File: src/rtl/park_slot_allocator.sv
// ---------------------------------------------------------------------------
// park_slot_allocator
//
// Clocked parking-lot slot allocator. Keeps an occupancy map of SLOTS spaces,
// reserves the lowest-index free slot on an entry request, offers it to the
// entry gate until grant_ack or a timeout, and frees slots on exit requests.
//
// Ports:
//   clk          system clock, rising edge
//   rst          asynchronous active-high reset
//   enable       block enable; when low, entry/exit requests are ignored
//                and the timeout counter freezes (grant_ack still accepted)
//   entry_req    car at the entry gate requests a slot
//   grant_ack    car passed the entry gate, confirming the offered slot
//   exit_req     car leaving, frees exit_slot
//   exit_slot    index of the slot being vacated
//   grant_valid  a slot is reserved and offered at grant_slot
//   grant_slot   reserved slot index, 0 when grant_valid is low
//   entry_reject one-cycle pulse: entry request while the lot is full
//   exit_error   one-cycle pulse: exit of a free or out-of-range slot
//   free_map     free flags, slot i at bit SLOTS-1-i (slot 0 is the MSB)
//   free_count   number of free slots
//   full         free_count == 0
//   empty        free_count == SLOTS
// ---------------------------------------------------------------------------
module park_slot_allocator #(
    parameter int SLOTS   = 8,
    parameter int IDX_W   = 3,
    parameter int TIMEOUT = 15
) (
    input  logic             clk,
    input  logic             rst,
    input  logic             enable,
    input  logic             entry_req,
    input  logic             grant_ack,
    input  logic             exit_req,
    input  logic [IDX_W-1:0] exit_slot,
    output logic             grant_valid,
    output logic [IDX_W-1:0] grant_slot,
    output logic             entry_reject,
    output logic             exit_error,
    output logic [SLOTS-1:0] free_map,
    output logic [IDX_W:0]   free_count,
    output logic             full,
    output logic             empty
);

    typedef enum logic {
        ST_IDLE  = 1'b0,
        ST_GRANT = 1'b1
    } state_t;

    state_t           state_reg, state_next;
    // Internally the free vector is indexed by slot number (bit i = slot i);
    // it is bit-reversed onto free_map at the port.
    logic [SLOTS-1:0] free_vec_reg, free_vec_next;
    logic [IDX_W:0]   free_count_reg, free_count_next;
    logic [IDX_W-1:0] grant_slot_reg, grant_slot_next;
    logic [7:0]       timer_reg, timer_next;
    logic             reject_reg, reject_next;
    logic             exit_err_reg, exit_err_next;
    logic             full_reg, full_next;
    logic             empty_reg, empty_next;

    logic [SLOTS-1:0] exit_hit;
    logic [SLOTS-1:0] grant_hit;
    logic [SLOTS-1:0] alloc_hit;
    logic [IDX_W-1:0] first_idx;
    logic             first_found;
    logic             exit_valid;
    logic             exit_invalid;
    logic             alloc;
    logic             rel_slot;

    // One-hot decodes. An out-of-range exit_slot matches no slot, so it can
    // never look occupied and is reported as an exit error.
    genvar gi;
    generate
        for (gi = 0; gi < SLOTS; gi++) begin : g_slot
            assign exit_hit[gi]            = (exit_slot == IDX_W'(gi));
            assign grant_hit[gi]           = (grant_slot_reg == IDX_W'(gi));
            assign alloc_hit[gi]           = (first_idx == IDX_W'(gi));
            assign free_map[SLOTS-1-gi]    = free_vec_reg[gi];
        end
    endgenerate

    // Lowest-index free slot, taken from the pre-exit map so a slot freed in
    // the same cycle only becomes allocatable on the next one.
    always_comb begin
        first_found = 1'b0;
        first_idx   = '0;
        for (int i = SLOTS - 1; i >= 0; i--) begin
            if (free_vec_reg[i]) begin
                first_found = 1'b1;
                first_idx   = IDX_W'(i);
            end
        end
    end

    assign exit_valid   = enable && exit_req && (|(exit_hit & ~free_vec_reg));
    assign exit_invalid = enable && exit_req && !(|(exit_hit & ~free_vec_reg));

    always_comb begin
        state_next      = state_reg;
        free_vec_next   = free_vec_reg;
        grant_slot_next = grant_slot_reg;
        timer_next      = timer_reg;
        reject_next     = 1'b0;
        exit_err_next   = exit_invalid;
        alloc           = 1'b0;
        rel_slot        = 1'b0;

        if (exit_valid) begin
            free_vec_next = free_vec_next | exit_hit;
        end

        case (state_reg)
            ST_IDLE: begin
                if (enable && entry_req) begin
                    if (first_found) begin
                        // The exit slot (if any) was occupied, the allocated
                        // slot was free: the two masks never overlap.
                        free_vec_next   = free_vec_next & ~alloc_hit;
                        grant_slot_next = first_idx;
                        timer_next      = 8'(TIMEOUT);
                        alloc           = 1'b1;
                        state_next      = ST_GRANT;
                    end else begin
                        reject_next = 1'b1;
                    end
                end
            end
            ST_GRANT: begin
                if (exit_valid && (exit_slot == grant_slot_reg)) begin
                    // Exit of the reserved slot already freed it above;
                    // just cancel the offer.
                    grant_slot_next = '0;
                    timer_next      = '0;
                    state_next      = ST_IDLE;
                end else if (grant_ack) begin
                    // Ack beats a same-cycle expiry and works while disabled.
                    grant_slot_next = '0;
                    timer_next      = '0;
                    state_next      = ST_IDLE;
                end else if (enable) begin
                    if (timer_reg <= 8'd1) begin
                        free_vec_next   = free_vec_next | grant_hit;
                        rel_slot        = 1'b1;
                        grant_slot_next = '0;
                        timer_next      = '0;
                        state_next      = ST_IDLE;
                    end else begin
                        timer_next = timer_reg - 8'd1;
                    end
                end
            end
            default: begin
                state_next = ST_IDLE;
            end
        endcase

        free_count_next = free_count_reg
                        + (IDX_W+1)'(exit_valid)
                        + (IDX_W+1)'(rel_slot)
                        - (IDX_W+1)'(alloc);
        full_next  = (free_count_next == '0);
        empty_next = (free_count_next == (IDX_W+1)'(SLOTS));
    end

    always_ff @(posedge clk or posedge rst) begin
        if (rst) begin
            state_reg      <= ST_IDLE;
            free_vec_reg   <= '1;
            free_count_reg <= (IDX_W+1)'(SLOTS);
            grant_slot_reg <= '0;
            timer_reg      <= '0;
            reject_reg     <= 1'b0;
            exit_err_reg   <= 1'b0;
            full_reg       <= 1'b0;
            empty_reg      <= 1'b1;
        end else begin
            state_reg      <= state_next;
            free_vec_reg   <= free_vec_next;
            free_count_reg <= free_count_next;
            grant_slot_reg <= grant_slot_next;
            timer_reg      <= timer_next;
            reject_reg     <= reject_next;
            exit_err_reg   <= exit_err_next;
            full_reg       <= full_next;
            empty_reg      <= empty_next;
        end
    end

    assign grant_valid  = (state_reg == ST_GRANT);
    assign grant_slot   = grant_slot_reg;
    assign entry_reject = reject_reg;
    assign exit_error   = exit_err_reg;
    assign free_count   = free_count_reg;
    assign full         = full_reg;
    assign empty        = empty_reg;

endmodule

File: config.mk
export PLATFORM = sky130hd
export DESIGN_NAME = park_slot_allocator
export DESIGN_NICKNAME = d
export VERILOG_FILES = /design/src/rtl/park_slot_allocator.sv
export SDC_FILE = /design/constraint.sdc
export NUM_CORES = 1
export LEC_CHECK = 0
export ABC_AREA = 1
export CAP_MARGIN = 20
export CORE_UTILIZATION = 54
export DETAILED_ROUTE_END_ITERATION = 16
export PLACE_DENSITY = 0.82
export REMOVE_ABC_BUFFERS = 1
export SLEW_MARGIN = 20
export SYNTH_ARGS = -nofsm -noshare
export SYNTH_HDL_FRONTEND = slang
export SYNTH_SLANG_ARGS = --single-unit
File: constraint.sdc
create_clock -name clk -period 3.3 [get_ports clk]
set_input_delay 0.66 -clock clk [delete_from_list [all_inputs] [get_ports clk]]
set_output_delay 0.66 -clock clk [all_outputs]
set_load 0.01 [all_outputs]
# After elaboration in Yosys (flattened, before gate mapping)

Index checks and enable logic that the tools add are counted.

Flip-flop bits (word level): 28
Bits of input ports: 9
Word-level logic and storage cells: 115

$add $sub $neg: 4
Order comparisons: 1
Eq/ne operators: 27
Mux-type cells: 54
Bitwise gates (word level): 7
Reductions and logical operators: 13

Operators with widths:

| cell                                                           | number |
|---|---|
| 2-to-1 mux 8 bit                                               | 13 |
| 2-to-1 mux 3 bit                                               | 14 |
| equality test 3 bit, second input constant                     | 12 |
| case mux 8 bit (2 select lines)                                | 2 |
| 2-to-1 mux 1 bit                                               | 23 |
| equality test 3 x 2 -> 1 bit, second input constant            | 6 |
| AND 8 bit                                                      | 2 |
| inverter 8 bit                                                 | 2 |
| bitwise OR 8 bit                                               | 2 |
| equality test 3 x 1 -> 1 bit, second input constant            | 3 |
| logical NOT 3 bit                                              | 3 |
| adder 4 x 1 -> 4 bit                                           | 2 |
| less-or-equal comparator 8 x 1 -> 1 bit, second input constant | 1 |
| OR reduction 8 bit                                             | 1 |
| subtractor 8 x 1 -> 8 bit, second input constant               | 1 |
| case mux 3 bit (2 select lines)                                | 1 |
| logical AND 1 bit                                              | 5 |
| equality test 4 bit, second input constant                     | 1 |
| logical NOT 4 bit                                              | 1 |
| inequality test 2 bit, second input constant                   | 2 |
| inequality test 4 x 2 -> 1 bit, second input constant          | 1 |
| inequality test 4 x 3 -> 1 bit, second input constant          | 1 |
| AND reduction 4 bit                                            | 1 |
| subtractor 4 x 1 -> 4 bit                                      | 1 |
| 5 further kinds                                                | 5 |

# Logic depth before layout (Yosys ltp)

Depth after elaboration: 14
Depth in mapped cells: 17
Mapped depth without buffers: 17

# Worst setup path before layout

No wires, ideal clock.

Path type: input -> register
Start point: in exit_slot[1]
End point: reg full_reg (netlist: full)
Data arrival time: 2.765 ns
Required time: 3.176 ns
Slack: 0.410 ns
Stages: 15
Buffers on the path: 1
Cells stage by stage: buf_4 -> inv_2 -> nor2_2 -> nand3_2 -> nand2_2 -> nor2_4 -> nand2_4 -> nand2_2 -> ha_1 -> fa_1 -> fa_1 -> xnor2_1 -> nor2_1 -> nand2_1 -> nor2_1

Cells in the longest elaborated chain, start to end: 10

Ends and longest elaborated chain:

| what                                                                         | RTL line | source |
|---|---|---|
| from (decl)                                                                  | 37       | `input logic [IDX_W-1:0] exit_slot,` |
| parallel branches: the longest is 7 deep, another holds adder 4 x 1 -> 4 bit | --       |  |
| adder 4 x 1 -> 4 bit (*)                                                     | 164      | `+ (IDX_W+1)'(rel_slot)` |
| subtractor 4 x 1 -> 4 bit (*)                                                | 165      | `- (IDX_W+1)'(alloc);` |
| net free_count_next[2]                                                       | 57       | `logic [IDX_W:0] free_count_reg, free_count_next;` |
| logical NOT 4 bit (*)                                                        | 166      | `full_next = (free_count_next == '0);` |
| net full_next                                                                | 62       | `logic full_reg, full_next;` |
| to (signal assigned)                                                         | 189      | `full_reg <= full_next;` |
| to (decl)                                                                    | 62       |  |

Mark *: on every way through the listed nets, which the timed path passes.
A chain may end at the register's enable or synchronous reset.

# Worst setup path after layout

Start point: in exit_slot[0]
End point: reg full_reg (netlist: full)

The elaborated chain is that of the path after synthesis.

==> impl_metrics.json <==
{
  "routed_wl_um": 4510,
  "peakVddDrop_mv": 0.599,
  "grt_max_degree": 26,
  "gr-max-usage-layer": "met2",
  "root_buffer": "clkbuf_4",
  "place_congestion": 0.882,
  "gr-usage-all-layers": 0.249,
  "synth_top_family_by_area": "simple AND/OR/NAND/NOR gates",
  "pwr-share-clk": 0.088,
  "fp.coreArea_sq_um": 3420,
  "slew_headroom": 0.391,
  "antenna_found_initial": 0,
  "finalCritPeriodShare": 0.940,
  "cp_data_required_time_ns": 3.57,
  "syn_avg_cell_area_sq_um": 7.30,
  "numClockSinks": 28,
  "setup_viol": 0,
  "dp_slack_ns": -0.188,
  "drtIter0Drc": 94,
  "drv_slew": 0,
  "nets": 332,
  "io_buffers": 28,
  "fin_util": 0.719,
  "mostFrequentLayoutCells": "nand2_1 (70), inv_1 (29), clkdlybuf4s50_1 (27)",
  "syn_to_final_growth_pct": 25.6,
  "rows": 21,
  "switching_share": 0.434,
  "cts_buffer_depth": 2,
  "tightest_slew_ns": 0.913,
  "dpl.cell_count": 357,
  "cp-end-kind": "flop",
  "worstSkewPairLatency_ns": 0.33,
  "grt_pass1_vias": 1759,
  "drtPass1Iterations": 4,
  "intPower_mw": 0.948,
  "postCtsSetupBuffers": 0,
  "wire_per_inst_um": 12.5,
  "status": "finished clean",
  "hold_start": "timer_reg[6]$_DFFE_PP0P_",
  "setup_tns_ns": 0,
  "synth_area_leader_cell": "dfrtp_1",
  "synth_mux_area_frac": 0,
  "ys_async_sr_fraction": 1.00,
  "synth.distinct_cells": 32,
  "ctsHoldBuffers": 0,
  "setup_slack_ns": 0.199,
  "cap_violations": 0,
  "vias": 1915,
  "synth_area_sq_um": 1960,
  "critical_path_arrival_ns": 3.37,
  "ant_nets": 0,
  "power.switching_mw": 0.728,
  "synth_fa_ha_area_frac": 0.0525,
  "synth_top_area_frac": 0.230,
  "post_cts_resized": 0,
  "layout-drive-gt1-share": 0.190,
  "synthXorXnorAreaFrac": 0.0537,
  "critPathLaunch": "exit_slot[0]",
  "die-height_um": 62.2,
  "ys_seq_elements": 28,
  "holdCritPathClass": "flop to flop",
  "synth_compound_area_frac": 0.0774,
  "final_cells": 361,
  "combinationalPowerShare": 0.555,
  "cts_tree": "done",
  "rr_startpoint": "timer_reg[0]$_DFFE_PP0P_",
  "powerDensity_nw_per_um2": 682,
  "worst_setup_path_start_kind": "input pin",
  "clk_pin_slew_ns": 0.15,
  "grt_setup_unrepaired": "no",
  "viasPerCell": 5.30,
  "start_util": 0.573,
  "grtUsageMet3": 0.0257,
  "leakage_nw": 1.17,
  "fmax_ghz": 0.322,
  "hold_viol": 0,
  "total_power_mw": 1.68,
  "synth_area_leaders": "dfrtp_1 (23%), dfstp_2 (13%), nand2_1 (13%)",
  "pwr-share-seq": 0.358,
  "critPathKind": "input pin to flop",
  "route.detailed.drc": 0,
  "grt_pass1_wl_um": 7730,
  "finClkSkew_ns": 0.00699,
  "die_x_um": 62.2,
  "die_area_sq_um": 3870,
  "place_hpwl_um": 3500,
  "synth-edff-count": 0,
  "yosysWarnings": 0,
  "grt_overflow": 0,
  "path_max_fanout": 4,
  "use_met1": 0.350,
  "synthesis.instances": 268,
  "synth_ff_type": "dfrtp_1",
  "synthSimpleGateAreaFrac": 0.358,
  "layout_commonest_cell": "nand2_1",
  "antenna_cells": 0,
  "min_period_ns": 3.10,
  "cts_max_level": 1,
  "ioPinCount": 29,
  "grt_use_met2": 0.412,
  "yosysSeqAreaShare": 0.365,
  "cts_made_buffers": 3
}
## logic make-up after synthesis
group | count (synthesis)
fa+ha+maj | 7
xor+xnor | 12
simple gates | 151
compound gates | 28
buf+inv | 42
flops | 28
## critical path: stages
cell and delay (ns):
clkdlybuf4s50_1 0.48, buf_4 0.17, nor2_2 0.13, nand3_2 0.08, nand2_2 0.08, nor2_4 0.04
nand2_4 0.07, nand2_2 0.06, ha_1 0.31, fa_1 0.42, fa_1 0.43, xnor2_2 0.16
nor2_1 0.09, nand2_1 0.07, nor2_1 0.10
## cell type report
class | instances | area, sq um
multi-input combinational | 198 | 1080
inverter | 35 | 131
clock buffer | 4 | 26.3
tap | 46 | 57.6
timing repair buffer | 50 | 448
fill | 278 | 960
sequential | 28 | 713
## final timing paths
check | end | slack, ns | cells after the start
max in group asynchronous | free_vec_reg[4]$_DFF_PP1_ | 1.80 | 3
min | timer_reg[6]$_DFFE_PP0P_ | 0.59 | 2
min in group asynchronous | timer_reg[6]$_DFFE_PP0P_ | 0.81 | 2
max reg2reg | full$_DFF_PP0_ | 0.32 | 17
min reg2reg | timer_reg[6]$_DFFE_PP0P_ | 0.59 | 2
max | full$_DFF_PP0_ | 0.20 | 15
## through the flow
stage	hold slack, ns	cell area (sq um)
after floorplan	0.493	1900
after global placement	0.531	2410
after detailed placement	0.541	2410
after CTS	0.574	2430
after global routing	0.625	2460
final	0.589	2460
## synthesized netlist by cell type, types with 3 or more instances
| cell | n |
|---|---|
| a21oi_1 | 3 |
| a22oi_1 | 3 |
| dfrtp_1 | 18 |
| dfstp_2 | 10 |
| ha_1 | 5 |
| inv_1 | 29 |
| inv_2 | 6 |
| nand2_1 | 70 |
| nand2_2 | 3 |
| nand3_1 | 18 |
| nand4_1 | 7 |
| nor2_1 | 26 |
| nor2_2 | 4 |
| nor3_1 | 13 |
| o21ai_0 | 9 |
| o21ai_1 | 12 |
| xnor2_1 | 6 |
| xor2_1 | 6 |
## layer usage
layer | wire length (um) | vias up
met5 | 0 | -
met4 | 75 | 0
met3 | 280 | 10
met2 | 2110 | 79
met1 | 2040 | 871
li1 | - | 955
## power groups by stage
| stage | Combinational (mW) | Sequential [mW] | Clock (mW) |
|---|---|---|---|
| 2_1_floorplan | 0.513 | 0.625 | 0 |
| 3_3_place_gp | 0.869 | 0.602 | 0 |
| 3_5_place_dp | 0.891 | 0.601 | 0 |
| 4_1_cts | 0.896 | 0.597 | 0.148 |
| 5_1_grt | 1.03 | 0.620 | 0.162 |
| 6_report | 0.930 | 0.599 | 0.147 |
(Power assumes the default switching activity.)
